<file path="src/rtl/wm_pkg.sv">
// Shared definitions for the washing machine front panel and controller.
package wm_pkg;

   localparam int DEF_SYNC_STAGES     = 2;
   localparam int DEF_DEBOUNCE_CYCLES = 16;
   localparam int DEF_CNT_W           = 5;

   typedef enum logic [1:0] {
      PANEL_IDLE     = 2'd0,
      PANEL_LAUNCH   = 2'd1,
      PANEL_RUN      = 2'd2,
      PANEL_COMPLETE = 2'd3
   } panel_state_t;

   typedef enum logic [2:0] {
      CTRL_IDLE  = 3'd0,
      CTRL_FILL  = 3'd1,
      CTRL_WASH  = 3'd2,
      CTRL_RINSE = 3'd3,
      CTRL_SPIN  = 3'd4,
      CTRL_DRY   = 3'd5
   } ctrl_state_t;

endpackage

</file>
<file path="src/rtl/wm_control_panel_debounce.sv">
// One conditioning channel: synchroniser chain, stability counter, debounced
// level and a one-cycle rising-edge pulse.
module wm_debounce #(
   parameter int SYNC_STAGES     = 2,
   parameter int DEBOUNCE_CYCLES = 16,
   parameter int CNT_W           = 5
) (
   input  logic clk,
   input  logic rst,
   input  logic din,
   output logic level,
   output logic rise
);

   logic [SYNC_STAGES-1:0] sync_q, sync_d;
   logic [CNT_W-1:0]       cnt_q, cnt_d;
   logic                   level_q, level_d;
   logic                   level_prev_q;
   logic                   synced;

   always_comb begin
      sync_d  = {sync_q[SYNC_STAGES-2:0], din};
      synced  = sync_q[SYNC_STAGES-1];
      level_d = level_q;
      cnt_d   = '0;
      // any sample agreeing with the current level restarts the count
      if (synced != level_q) begin
         if (cnt_q == CNT_W'(DEBOUNCE_CYCLES - 1)) begin
            level_d = synced;
         end else begin
            cnt_d = cnt_q + CNT_W'(1);
         end
      end
   end

   always_ff @(posedge clk) begin
      if (rst) begin
         sync_q       <= '0;
         cnt_q        <= '0;
         level_q      <= 1'b0;
         level_prev_q <= 1'b0;
      end else begin
         sync_q       <= sync_d;
         cnt_q        <= cnt_d;
         level_q      <= level_d;
         level_prev_q <= level_q;
      end
   end

   assign level = level_q;
   assign rise  = level_q & ~level_prev_q;

endmodule

</file>
<file path="src/rtl/wm_control_panel.sv">
// Front-panel input stage: conditions buttons/switches, sequences launch,
// owns the pause toggle and tracks completion from the controller.
//
//   state    | meaning
//   IDLE     | waiting for first start press
//   LAUNCH   | one-cycle start request, options latched
//   RUN      | controller running; pause toggles, done edge completes
//   COMPLETE | cycle finished; start press relaunches
module wm_control_panel
   import wm_pkg::*;
#(
   parameter int SYNC_STAGES     = DEF_SYNC_STAGES,
   parameter int DEBOUNCE_CYCLES = DEF_DEBOUNCE_CYCLES,
   parameter int CNT_W           = DEF_CNT_W
) (
   input  logic clk,
   input  logic rst,
   input  logic btn_start,
   input  logic btn_pause,
   input  logic sw_double,
   input  logic sw_dry,
   input  logic done,
   output logic start,
   output logic double_wash,
   output logic dry_wash,
   output logic time_pause,
   output logic run_led,
   output logic done_led
);

   logic start_lvl_unused, pause_lvl_unused;
   logic dbl_rise_unused, dry_rise_unused;
   logic start_press, pause_press, dbl_lvl, dry_lvl;

   wm_debounce #(.SYNC_STAGES(SYNC_STAGES), .DEBOUNCE_CYCLES(DEBOUNCE_CYCLES), .CNT_W(CNT_W))
      u_db_start  (.clk(clk), .rst(rst), .din(btn_start), .level(start_lvl_unused), .rise(start_press));
   wm_debounce #(.SYNC_STAGES(SYNC_STAGES), .DEBOUNCE_CYCLES(DEBOUNCE_CYCLES), .CNT_W(CNT_W))
      u_db_pause  (.clk(clk), .rst(rst), .din(btn_pause), .level(pause_lvl_unused), .rise(pause_press));
   wm_debounce #(.SYNC_STAGES(SYNC_STAGES), .DEBOUNCE_CYCLES(DEBOUNCE_CYCLES), .CNT_W(CNT_W))
      u_db_double (.clk(clk), .rst(rst), .din(sw_double), .level(dbl_lvl), .rise(dbl_rise_unused));
   wm_debounce #(.SYNC_STAGES(SYNC_STAGES), .DEBOUNCE_CYCLES(DEBOUNCE_CYCLES), .CNT_W(CNT_W))
      u_db_dry    (.clk(clk), .rst(rst), .din(sw_dry), .level(dry_lvl), .rise(dry_rise_unused));

   panel_state_t state_q, state_d;
   logic start_q, start_d;
   logic double_q, double_d;
   logic dry_q, dry_d;
   logic pause_q, pause_d;
   logic run_led_q, run_led_d;
   logic done_led_q, done_led_d;
   logic done_prev_q;
   logic done_rise;

   assign done_rise = done & ~done_prev_q;

   always_comb begin
      state_d  = state_q;
      double_d = double_q;
      dry_d    = dry_q;
      pause_d  = pause_q;
      case (state_q)
         PANEL_IDLE, PANEL_COMPLETE: begin
            pause_d = 1'b0;
            if (start_press) begin
               state_d  = PANEL_LAUNCH;
               double_d = dbl_lvl;
               dry_d    = dry_lvl;
            end
         end
         PANEL_LAUNCH: begin
            pause_d = 1'b0;
            state_d = PANEL_RUN;
         end
         PANEL_RUN: begin
            // completion outranks a simultaneous pause press
            if (done_rise) begin
               state_d = PANEL_COMPLETE;
               pause_d = 1'b0;
            end else if (pause_press) begin
               pause_d = ~pause_q;
            end
         end
         default: state_d = PANEL_IDLE;
      endcase
      start_d    = (state_d == PANEL_LAUNCH);
      run_led_d  = (state_d == PANEL_LAUNCH) || (state_d == PANEL_RUN);
      done_led_d = (state_d == PANEL_COMPLETE);
   end

   always_ff @(posedge clk) begin
      if (rst) begin
         state_q     <= PANEL_IDLE;
         start_q     <= 1'b0;
         double_q    <= 1'b0;
         dry_q       <= 1'b0;
         pause_q     <= 1'b0;
         run_led_q   <= 1'b0;
         done_led_q  <= 1'b0;
         done_prev_q <= 1'b0;
      end else begin
         state_q     <= state_d;
         start_q     <= start_d;
         double_q    <= double_d;
         dry_q       <= dry_d;
         pause_q     <= pause_d;
         run_led_q   <= run_led_d;
         done_led_q  <= done_led_d;
         done_prev_q <= done;
      end
   end

   assign start       = start_q;
   assign double_wash = double_q;
   assign dry_wash    = dry_q;
   assign time_pause  = pause_q;
   assign run_led     = run_led_q;
   assign done_led    = done_led_q;

endmodule

</file>
<file path="config.mk">
export PLATFORM = sky130hd
export DESIGN_NAME = wm_control_panel
export DESIGN_NICKNAME = d
export VERILOG_FILES = /design/src/rtl/wm_pkg.sv /design/src/rtl/wm_control_panel_debounce.sv /design/src/rtl/wm_control_panel.sv
export SDC_FILE = /design/constraint.sdc
export NUM_CORES = 1
export LEC_CHECK = 0
export ABC_AREA = 1
export CELL_PAD_IN_SITES_DETAIL_PLACEMENT = 2
export CELL_PAD_IN_SITES_GLOBAL_PLACEMENT = 2
export CORE_MARGIN = 1.5
export CORE_UTILIZATION = 36
export CTS_CLUSTER_DIAMETER = 200
export DETAILED_ROUTE_END_ITERATION = 7
export MAX_ROUTING_LAYER = met4
export PLACE_DENSITY_LB_ADDON = 0.15
export SLEW_MARGIN = 0
export SYNTH_ARGS = -nofsm -noshare
export SYNTH_HDL_FRONTEND = slang
export SYNTH_SLANG_ARGS = --single-unit
</file>
<file path="constraint.sdc">
create_clock -name clk -period 3.82 [get_ports clk]
set_input_delay 0.764 -clock clk [delete_from_list [all_inputs] [get_ports clk]]
set_output_delay 0.764 -clock clk [all_outputs]
set_load 0.03 [all_outputs]
</file>
==> metrics list, run 1 <==
* Run status: complete, no violations
- Final non-filler cell area: 0.001903 sq mm
- After clock tree synthesis, the flow added hold-fix buffers numbering 0.
- Dividing the detail-routed wire length by the instance count gives 12.97 microns.
- Estimated wirelength of the detail-placed design: 2.637 mm
- Number of antenna violations at the first check in global routing: 0
* Postcts setup bufs: 0
- Highest cell delay on the worst timing path: 1.03 ns
- Overall die width: 70.63 microns
* Worst-Skew Late Latency: 0.30 ns
- Relative to the synthesized area, the layout overhead comes to 15.58%.
- Synthesis produced a netlist whose cell count is 204.
* Avg Cell Area, Syn: 8.071 sq um
- The number of different library cells used by synthesis comes to 20.
* Final Setup Violations: 0
- Family with the most delay on the worst path: buffers and inverters
- Syn_nets: 221
- In this run, the number of DRC markers left after iteration 0 of detailed routing was 50.
- In this run the tool buffered the top-level ports with 12 buffer cells.
- The final hold violation count is 0.
- Measured against its own limit, the worst slew margin works out to 0.4275.
- Of all nets on the critical path, the largest fanout is 21.
- Commonest non-fill, non-tap cell in the layout: sky130_fd_sc_hd__dfxtp_1
- Total of flip-flops plus latches after synthesis: 43
- First-pass GRT wire length: 6.479 mm
- After clock tree synthesis, the clock-pin slew on the worst setup and hold paths is 0.08 ns.
- DP Area: 0.001815 sq mm
- Min Tclk post-route: 2.160 ns
* H-tree lvl count: 2
* Number of DRC violations after detailed routing: 0
* Core outline area: 0.004384 sq mm
- The final layout contains routed wiring with a total length of 3.541 mm.
- The total overflow left after global routing is 0.
* Placer Congestion: 0.7341
* Layout cell share with drive strength beyond 1: 0.05430
- In this run the clock root is driven by a sky130_fd_sc_hd__clkbuf_8.
- For this run, the top clock speed supported by timing is 463.1 MHz.
- In this run, placement finished with an instance count of 266.
- Counting every sink on the clock net gives 43.
- At the pin with the least slew margin, the transition time is 0.8560 ns.
- Counting both buffers and inverters, the worst setup path holds a total of 3.
- Commonest cells after routing, fill and taps aside: sky130_fd_sc_hd__dfxtp_1, sky130_fd_sc_hd__inv_1, sky130_fd_sc_hd__nor2_1, sky130_fd_sc_hd__nand2_1, sky130_fd_sc_hd__a21oi_1
* Leading cell types by total area after synthesis: sky130_fd_sc_hd__dfxtp_1, sky130_fd_sc_hd__inv_1, sky130_fd_sc_hd__nor2_1
* CP endpoint kind: flip-flop
* Max_cap viols: 0
- sky130_fd_sc_hd__dfxtp_1 takes more of the synthesized area than any other cell.
- N_diodes: 0
* Signal arrival time at the worst endpoint: 2.35 ns
* YS warnings: 0
* Starting Density: 0.3756
- Worst VDD drop: 0.0002437 V
- Across all layers, the routed design uses 1303 vias.
* Required arrival time at the worst endpoint: 4.01 ns
- The worst setup path is launched from a primary input.
- In the final timing run, aggregate negative setup slack is 0 ns.
- Die span in y: 70.63 microns
- Net total in the final layout: 238
- The floorplan has 24 rows.
* Path category of the worst min-delay check: reg2reg
- Aggregate global-route resource usage: 0.1724
- TritonCTS built the clock tree.
* Post-route core utilization: 0.4341
- The slowest stage of the critical path is the sky130_fd_sc_hd__clkdlybuf4s50_1 cell.
* Number of global-route vias before repair: 1475
- Layout Cells excl Fill: 273
- Portion of the clock cycle consumed by the worst path in the final layout: 0.5653
* Number of antenna-violating nets in the routed design: 0
- By instance count, the cell type seen most on the critical path is sky130_fd_sc_hd__inv_1.
- Pin count of the biggest net entering global routing: 22
- For this run, the detailed router's first-pass iteration total came to 3.
* Total chip power: 806.8 uW
- The share of the Yosys chip area taken by registers is 0.5228.
- Final Skew: 0.007170 ns
* Max-slew violation count: 0
* Total power per unit cell area: 423.9 mW/mm^2
- Die Footprint: 0.004989 sq mm
- Post-cts repair resize count: 0
- Post-DR vias/cell: 4.773
* Critical path class: in2reg
- Setup repair after global routing left no endpoint under its margin.
- Bufs on Longest Clock Path: 2
- In this run, CTS created clock tree buffers numbering 5.
- Top-area cell type share of the netlist area: 0.5228
- In this run the static leakage power is 0.7788 nW.
* Number of top-level pins: 13
- The signal on the critical path passes through clkdlybuf4s50_1, inv_1, o211ai_1, inv_1.
- Cell area after synthesis: 0.001647 sq mm
[flip-flops by register name, summed over array words and instances, names as in the netlist, 2 cells and up]
register and count:
state_q 2, u_db_dry.sync_q 2, u_db_double.cnt_q 5, u_db_double.sync_q 2, u_db_pause.cnt_q 5, u_db_start.sync_q 2, u_db_dry.cnt_q 5, u_db_pause.sync_q 2
u_db_start.cnt_q 5
[routing by layer]
layer | routed length (microns) | GRT usage | part of all wire
met5 | 0 | - | 0
met4 | 68 | 0.06918 | 0.019
met3 | 105 | 0.04274 | 0.030
met2 | 1856 | 0.3071 | 0.52
met1 | 1511 | 0.1827 | 0.43
[metrics by stage]
stage	hold slack (ns)	setup WS, ns
after floorplan	0.3883	2.418
after global placement	0.3925	1.401
after detailed placement	0.3991	1.325
after CTS	0.4117	1.572
after global routing	0.4414	1.495
final	0.4084	1.660
[tightest hold or removal path, delay by kind of cell, from the launching register on]
| family | cells | cell delay [ns] |
|---|---|---|
| buf+inv | 1 | 0.04 |
| simple gates | 1 | 0.03 |
| flops | 1 | 0.30 |
[logic make-up (layout without fill, tap and decap cells)]
logic type,after synthesis,count (layout),share of synthesized area
and+or+nand+nor,86,86,0.2249
DFF,43,43,0.5228
buffers and inverters,43,60,0.1033
AOI/OAI and AO/OA,21,21,0.06763
adders and majority gates,10,10,0.07599
xor gates and xnor gates,1,1,0.005320
[cell type report]
class	count	area, sq um
clock buffers	6	82.58
clock inverters	1	5.005
fillers	498	2481
inverters	41	153.9
multi-input cells	118	615.6
flip-flops and latches	43	860.8
well taps	52	65.06
repair buffers	12	120.1
[cell usage after synthesis (all sizes together)]
cell type  instances
buf                2
dfxtp             43
nor2              38
nor3               3
xnor2              1
a21oi             15
o211ai             1
or2                1
nand2             29
ha                10
inv               41
o21ai              5
nand4              6
nand3              9
[final timing paths]
kind	to	cells after the start	startpoint	slack (ns)
worst max register to register	run_led	6	state_q[0]	2.15
worst min-delay path	u_db_dry.sync_q[1]	2	u_db_dry.sync_q[0]	0.41
worst max-delay path	state_q[1]	4	rst	1.66
worst min register to register	u_db_dry.sync_q[1]	2	u_db_dry.sync_q[0]	0.41
[report_power, final]
part | internal (mW) | switching [mW]
registers | 0.457 | 0.00563
clock network | 0.142 | 0.150
logic | 0.0204 | 0.0317
Power figures use the tool's default switching activity.
==> run 2: changes to the inputs <==
CORE_UTILIZATION = 30   (was 36)
clock period = 1.81 ns   (was 3.82 ns; I/O delays follow)
==> metrics list, run 2 (same netlist as run 1, synthesis figures left out) <==
* Required arrival time at the worst endpoint: 1.45 ns (-2.56 ns)
- The ratio of cells with drive above 1 in the final layout came to 0.06696 (+0.01267).
* Relative slew slack: 0.7850 (+0.3575)
* Post-placement setup slack: 0.1278 ns (-1.197 ns)
- Worst path cell trace: clkdlybuf4s50_1
- The tightest min-delay check is of the reg2reg type.
- The data arrival time of the critical path was 1.33 ns (-1.02 ns).
- Placer Congestion: 0.6469 (-12%)
- Std cell rows: 26 (+8.3%)
- The startpoint identified for the worst register-to-register timing path is state_q[0].
- The total global routing overflow came to 0 (unchanged).
* Static power due to leakage: 0.8025 nW (+3.0%)
* Bufs on Longest Clock Path: 2 (unchanged)
* Via count of the routed design: 1316 (+1.0%)
* Critical hold path startpoint: u_db_start.sync_q[0]
- Final Skew: 0.004935 ns (-0.002235 ns)
- First-pass DRT Iterations: 4 (+1)
* Postcts setup bufs: 0 (unchanged)
- The worst-case hold slack was 0.4064 ns (-0.001948 ns).
* Worst flop-to-flop path endpoint: run_led
* Buffers & Inverters on Critical Path: 1 (-2)
- The routed length on met2 came to 1.968 mm (+6.0%).
- The instance count along the most critical hold path is 2 (unchanged).
- The number of DRC markers after the initial detailed-route iteration came to 57 (+14%).
- Clock buffer count from CTS: 5 (unchanged)
- The number of antenna violations at the first check in global routing is 0 (unchanged).
* Pin count of the biggest net entering global routing: 14 (-36%)
- The worst setup slack for register-to-register paths came to 0.15 ns (-2.00 ns).
* H-tree lvl count: 2 (unchanged)
- Final non-filler cell area: 0.001971 sq mm (+3.6%)
- The max-capacitance violation count is 0 (unchanged).
- By startpoint and endpoint, the worst setup path is classified as reg2out.
- TritonCTS clock tree: built
- The via count of the first global-routing pass was 1445 (-2.0%).
- The total length of routed wires was 3.614 mm (+2.1%).
* Synth-to-layout area growth: 19.68%
- Estimated wirelength of the detail-placed design: 2.829 mm (+7.3%)
- Family with the most delay on the worst path: buffers and inverters
- The worst hold path terminates at u_db_start.sync_q[1].
- Overall die width: 77.09 microns (+9.1%)
- The via-per-instance ratio came to 4.476 (-6.2%).
- N_diodes: 0 (unchanged)
* Highest Clock Rate: 590.5 MHz
- Port Buffer Count: 12 (unchanged)
- The power per cell area came to 939.5 mW/mm^2 (+120%).
- The placed cell area was 0.001853 sq mm (+2.1%).
- The worst stage delay on the critical path came to 0.68 ns (-0.35 ns).
- Starting Density: 0.3163 (-0.05922)
* Worst VDD drop: 0.0003256 V (+34%)
- Number of top-level pins: 13 (unchanged)
- Aggregate global-route resource usage: 0.1427 (-0.02968)
- The number of sinks driven by the clock tree was 43 (unchanged).
* CP endpoint kind: output pin
- RSZ-0062 raised after global routing: false
- The insertion delay of the later-clocked pin in the worst-skew pair came to 0.29 ns (about the same).
- Max Fanout on Critical Path: 2 (-90%)
- Highest metal used: met4
- Run status: complete, no violations
- Net total in the final layout: 240 (+0.84%)
* Max-slew violation count: 0 (unchanged)
* Final-layout setup total negative slack: 0 ns (unchanged)
- Die span in y: 77.09 microns (+9.1%)
- In the layout the commonest cells are sky130_fd_sc_hd__dfxtp_1, sky130_fd_sc_hd__inv_1, sky130_fd_sc_hd__nor2_1, sky130_fd_sc_hd__nand2_1, sky130_fd_sc_hd__a21oi_1.
- Of the available clock period, the critical path in the final layout requires 0.9356.
- Element type at the critical path start: flip-flop
* Core outline area: 0.005205 sq mm (+19%)
- Final Hold Fails: 0 (unchanged)
- Detailed-routed wire length on met3: 119 microns (+13%)
- Min Tclk post-route: 1.693 ns
- The total setup violations reported at the end of the flow came to 0 (unchanged).
* Wire length on met1: 1.474 mm (-2.4%)
* Least setup slack across all paths after layout: 0.1165 ns (-1.544 ns)
- WL per Instance: 12.29 microns (-5.2%)
- The count of hold-fix buffers inserted at cts is 0 (unchanged).
* Number of stages on the worst setup path: 1 (-3)
* Number of DRC violations after detailed routing: 0 (unchanged)
* Die Footprint: 0.005942 sq mm (+19%)
* Number of antenna-violating nets in the routed design: 0 (unchanged)
- On the critical path, the stage with the largest delay is an instance of sky130_fd_sc_hd__clkdlybuf4s50_1.
* Transition time at the pin with the least slew margin: 0.3215 ns (-0.5345 ns)
- Cell at the root of the clock tree: sky130_fd_sc_hd__clkbuf_8
* Clock-pin slew reported for the worst setup and hold paths after clock tree synthesis: 0.08 ns (about the same)
* Total chip power: 1.851 mW (+130%)
* Post-cts repair resize count: 0 (unchanged)
* Commonest non-fill, non-tap cell in the layout: sky130_fd_sc_hd__dfxtp_1
- First-pass GRT wire length: 6.417 mm (-0.96%)
- R2R cell count: 6 (unchanged)
run 2: cell count changes in the layout (fill, tap and decap cells not counted), sizes merged:
cell    change
buf         +2
bufinv      +1
run 2: cell type report:
cell class	count	area (sq um)
clock buffers	6	82.58
multi-input cells	118	615.6
well taps	70	87.58
repair buffers	14	135.1
fillers	624	3234
clock inverters	2	35.03
flip-flops and latches	43	860.8
inverters	41	153.9
run 2: worst max path at each step:
stage,start,end,slack (ns)
5_1_grt,state_q[0],run_led,0.02
3_3_place_gp,state_q[0],run_led,0.24
2_1_floorplan,state_q[0],run_led,0.44
3_5_place_dp,state_q[0],run_led,0.13
4_1_cts,dry_wash,dry_wash,0.1
6_report,dry_wash,dry_wash,0.12
run 2: metrics by stage:
| stage | utilization | cells |
|---|---|---|
| floorplan | - | 204 |
| global placement | 0.3560 | 286 |
| detailed placement | 0.3560 | 286 |
| CTS | 0.3786 | 294 |
| global route | 0.3786 | 294 |
| finish | 0.3786 | 294 |
run 2: where the power goes:
group          switching (mW)  internal (mW)
Combinational          0.0646         0.0452
Clock                   0.320          0.446
Sequential             0.0102          0.965
Total                   0.395           1.46
run 2: routing by layer:
| layer | GRT usage | vias up |
|---|---|---|
| li1 | - | 665 |
| met5 | - | - |
| met4 | 0.04364 | 0 |
| met3 | 0.03929 | 5 |
| met1 | 0.1438 | 626 |
| met2 | 0.2664 | 20 |
